--- src/rtl/bm_rng_core.sv ---
// Gaussian-approximating RNG: taus88 uniform source shaped by a four-lane central-limit sum,
// with every flop (s1, s2, s3, g) on a single 107-bit scan chain.
module bm_rng_core #(
    parameter logic [31:0] SEED1 = 32'hDEADBEEF,
    parameter logic [31:0] SEED2 = 32'h0BADF00D,
    parameter logic [31:0] SEED3 = 32'hCAFEBABE
) (
    input  logic clk,
    input  logic reset,
    input  logic scan_in0,
    input  logic scan_en,
    input  logic test_mode,
    output logic scan_out0
);

    typedef enum logic [1:0] {
        MODE_RESET,
        MODE_SHIFT,
        MODE_UPDATE
    } mode_t;

    mode_t       mode;
    logic [31:0] s1;
    logic [31:0] s2;
    logic [31:0] s3;
    logic [10:0] g;

    logic [31:0] u;
    logic [31:0] s1_next;
    logic [31:0] s2_next;
    logic [31:0] s3_next;
    logic [10:0] lane_sum;
    logic [10:0] sample;

    function automatic logic [31:0] taus_step(
        input logic [31:0] s,
        input logic [31:0] mask,
        input int unsigned sh_a,
        input int unsigned sh_b,
        input int unsigned sh_c
    );
        logic [31:0] b;
        b = ((s << sh_b) ^ s) >> sh_c;
        return ((s & ~mask) << sh_a) ^ b;
    endfunction

    always_comb begin
        if (!reset) begin
            mode = MODE_RESET;
        end else if (test_mode && scan_en) begin
            mode = MODE_SHIFT;
        end else begin
            mode = MODE_UPDATE;
        end
    end

    always_comb begin
        u        = s1 ^ s2 ^ s3;
        s1_next  = taus_step(s1, 32'h0000_0001, 12, 13, 19);
        s2_next  = taus_step(s2, 32'h0000_0007, 4, 2, 25);
        s3_next  = taus_step(s3, 32'h0000_000F, 17, 3, 11);
        // Four bytes sum to at most 1020, so the 11-bit wrap of the -510 offset is exact two's complement.
        lane_sum = 11'(u[31:24]) + 11'(u[23:16]) + 11'(u[15:8]) + 11'(u[7:0]);
        sample   = lane_sum - 11'd510;
    end

    // NOTE: sequential state uses non-blocking assignments so every register samples pre-edge values.
    always_ff @(posedge clk) begin
        unique case (mode)
            MODE_RESET: begin
                s1 <= SEED1;
                s2 <= SEED2;
                s3 <= SEED3;
                g  <= '0;
            end
            MODE_SHIFT: begin
                s1 <= {scan_in0, s1[31:1]};
                s2 <= {s1[0], s2[31:1]};
                s3 <= {s2[0], s3[31:1]};
                g  <= {s3[0], g[10:1]};
            end
            default: begin
                s1 <= s1_next;
                s2 <= s2_next;
                s3 <= s3_next;
                g  <= sample;
            end
        endcase
    end

    assign scan_out0 = test_mode ? g[0] : g[10];

endmodule

--- config.mk ---
export PLATFORM = sky130hd
export DESIGN_NAME = bm_rng_core
export DESIGN_NICKNAME = d
export VERILOG_FILES = /design/src/rtl/bm_rng_core.sv
export SDC_FILE = /design/constraint.sdc
export NUM_CORES = 1
export LEC_CHECK = 0
export ABC_AREA = 0
export CORE_ASPECT_RATIO = 0.6
export CORE_UTILIZATION = 55
export CTS_CLUSTER_DIAMETER = 100
export DETAILED_ROUTE_END_ITERATION = 16
export PLACE_DENSITY = 0.71
export SLEW_MARGIN = 20
export SYNTH_ARGS = -nofsm -noshare
export SYNTH_HDL_FRONTEND = slang
export SYNTH_SLANG_ARGS = --single-unit
--- constraint.sdc ---
create_clock -name clk -period 3.9 [get_ports clk]
set_input_delay 0.78 -clock clk [delete_from_list [all_inputs] [get_ports clk]]
set_output_delay 0.78 -clock clk [all_outputs]
set_load 0.02 [all_outputs]
==> flow_metrics.env <==
export IMPL_worst_r2r_startpoint="s3[8]"
export IMPL_status="finished, final reports clean"
export IMPL_yosys_warnings=0
export IMPL_max_freq_ghz=0.2906
export IMPL_clock_sinks=107
export IMPL_drtAntennaViolNets=0
export IMPL_num_io_pins=6
export IMPL_mostFrequentLayoutCell="dfxtp_1"
export IMPL_clkTransAtPathRegs_ns=0.07
export IMPL_endpoint_kind="flop"
export IMPL_ys_seq_elements=107
export IMPL_synthTopCellsByArea="dfxtp_1, xnor2_1, fa_1"
export IMPL_dp_cells=584
export IMPL_wl_microns=12400
export IMPL_grt_pass1_wl_microns=19000
export IMPL_crit_fanout=4
export IMPL_ys_seq_area_frac=0.4346
export IMPL_drtPass1Iterations=5
export IMPL_dieHeight_microns=75.33
export IMPL_p_per_area_nw_per_um2=917.1
export IMPL_place_area_sq_um=5035
export IMPL_synth_area_leader_cell="dfxtp_1"
export IMPL_required_ns=4.13
export IMPL_design_area_sq_um=5344
export IMPL_startpoint="s3[8]"
export IMPL_core_sq_um=8588
export IMPL_antenna_found_initial=1
export IMPL_drtIter0Drc=312
export IMPL_multi_input_area_sq_um=2552
export IMPL_pwr_share_comb=0.506
export IMPL_fin_crit_ns=3.441
export IMPL_synth_cells=491
export IMPL_track_usage=0.2867
export IMPL_tightest_slew_ns=0.5546
export IMPL_cp_start_kind="flop"
export IMPL_cts_buffers=9
export IMPL_fin_crit_sh=0.8824
export IMPL_p_sw_frac=0.4108
export IMPL_vdd_drop_max_uv=554.6
export IMPL_seq_area_sq_um=2142
export IMPL_avgSynthCellArea_sq_um=10.04
export IMPL_setup_tns_ns=0
export IMPL_hold_viol=0
export IMPL_cts_hold_buf=0
export IMPL_p_leak_nw=2.075
export IMPL_slew_limit_headroom=0.6303
export IMPL_nets=514
export IMPL_grt_max_degree=53
export IMPL_via_count=3467
export IMPL_setup_viol=0
export IMPL_syn_to_final_growth_pct=8.429
export IMPL_port_buffers=5
export IMPL_netlist_area_leader_share=0.4346
export IMPL_pwr_share_seq=0.302
export IMPL_clockPowerShare=0.193
export IMPL_rsz0062_at_grt="no"
export IMPL_die_w_microns=124.2
export IMPL_maxSlewViolCount=0
export IMPL_grt_ovfl_total=0
export IMPL_gp_congestion=0.8955
export IMPL_fill_cells=722
export IMPL_cts_tree="yes"
export IMPL_synth_cell_types=29
export IMPL_die_area_sq_um=9356
export IMPL_worstHoldStart="g[6]"
export IMPL_cts_max_level=3
export IMPL_switchingPower_w=0.002013
export IMPL_cts_setup_buffers=0
export IMPL_worst_setup_path_type="reg2reg"
export IMPL_fin_skew_ns=0.007266
export IMPL_hp_class="reg2reg"
export IMPL_diodes=0
export IMPL_clk_insertion_delay_late_ns=0.36
export IMPL_routedWlPerCell_microns=20.67
export IMPL_grt_pass1_vias=3230
export IMPL_instances_no_fill=600
export IMPL_crit_arrival_ns=3.68
export IMPL_drive_gt1_frac=0.05123
export IMPL_netlist_area_sq_um=4928
export IMPL_drc=0
export IMPL_final_util=0.6222
export IMPL_maxCapViolations=0
export IMPL_hpwl_microns=9094
export IMPL_final_cell_mix="dfxtp_1, xnor2_1, a21oi_1"
export IMPL_cts_root_buf="clkbuf_16"
export IMPL_internal_power_w=0.002888
export IMPL_viasPerCell=5.778
export IMPL_rows=26
export IMPL_cts_path_max_buffers=2
export IMPL_syn_nets=522
export IMPL_cts_resized=0
export IMPL_start_util=0.5739
==> power groups by stage <==
stage | Clock (W) | Combinational (W) | Sequential [W]
4_1_cts | 0.000956 | 0.00244 | 0.00147
3_5_place_dp | 0 | 0.00240 | 0.00149
6_report | 0.000944 | 0.00248 | 0.00148
3_3_place_gp | 0 | 0.00236 | 0.00149
5_1_grt | 0.000995 | 0.00280 | 0.00149
2_1_floorplan | 0 | 0.00193 | 0.00140
==> area by class of cell <==
cell class,instances,area share
Clock buffer,9,0.04214
Clock inverter,7,0.01569
Inverter,30,0.02107
Multi-Input combinational cell,325,0.4776
Sequential cell,107,0.4008
Tap cell,112,0.02622
Timing Repair Buffer,10,0.01639
==> path summary, 6_finish.rpt <==
path / endpoint / slack (ns) / cells after the start
max: g[8] / 0.46 / 13
min: g[5] / 0.44 / 2
max reg2reg: g[8] / 0.46 / 13
min reg2reg: g[5] / 0.44 / 2
==> layer usage <==
| metal | vias to the layer above | track usage | part of all wire |
|---|---|---|---|
| met1 | 1677 | 0.4475 | 0.50 |
| met2 | 153 | 0.3812 | 0.38 |
| met4 | 0 | 0.09103 | 0.011 |
| met3 | 10 | 0.06952 | 0.11 |
| met5 | - | 0 | 0 |
| li1 | 1627 | - | - |
==> cell usage after synthesis (all sizes together) <==
cell	count
nand3	3
dfxtp	107
mux2	1
a21o	2
nor2b	1
a21oi	34
buf	18
nor2	29
and3	1
a22o	26
a311oi	1
o22a	32
nand4	2
fa	16
clkbuf	11
xnor2	95
xor2	17
nand2	27
ha	10
a31oi	1
a31o	1
inv	30
o21ai	22
and3b	1
o211ai	2
and2	1
==> metrics by stage <==
stage               setup slack (ns)  hold WS (ns)  power [W]
CTS                           0.4751        0.4453   0.004867
detailed placement            0.5022        0.4155   0.003894
global route                  0.1871        0.4720   0.005291
finish                        0.4588        0.4411   0.004901
floorplan                     0.7013        0.4014   0.003330
global placement              0.5557        0.4106   0.003855
==> flip-flops by register name, indices dropped and copies added, names as in the netlist <==
signal	cells
s1	32
s3	32
g	11
s2	32
==> cells by family after synthesis <==
kind of cell | count (synthesis) | share of synthesized area
compound gates | 121 | 0.1711
xor+xnor | 112 | 0.1990
fa+ha+maj | 26 | 0.09038
buf+inv | 59 | 0.04874
flops | 107 | 0.4346
mux | 1 | 0.002285
simple gates | 65 | 0.05382
==> worst max-delay path, stage by stage, from the launching register on <==
cell      delay (ns)
dfxtp_1         0.43
xnor2_1         0.16
xnor2_1         0.11
fa_1            0.51
inv_1           0.06
fa_1            0.52
inv_1           0.05
ha_1            0.20
fa_1            0.41
a21o_1          0.23
a311oi_1        0.28
o21ai_1         0.14
xnor2_1         0.15
o21ai_1         0.07
Power figures use the tool's default switching activity.
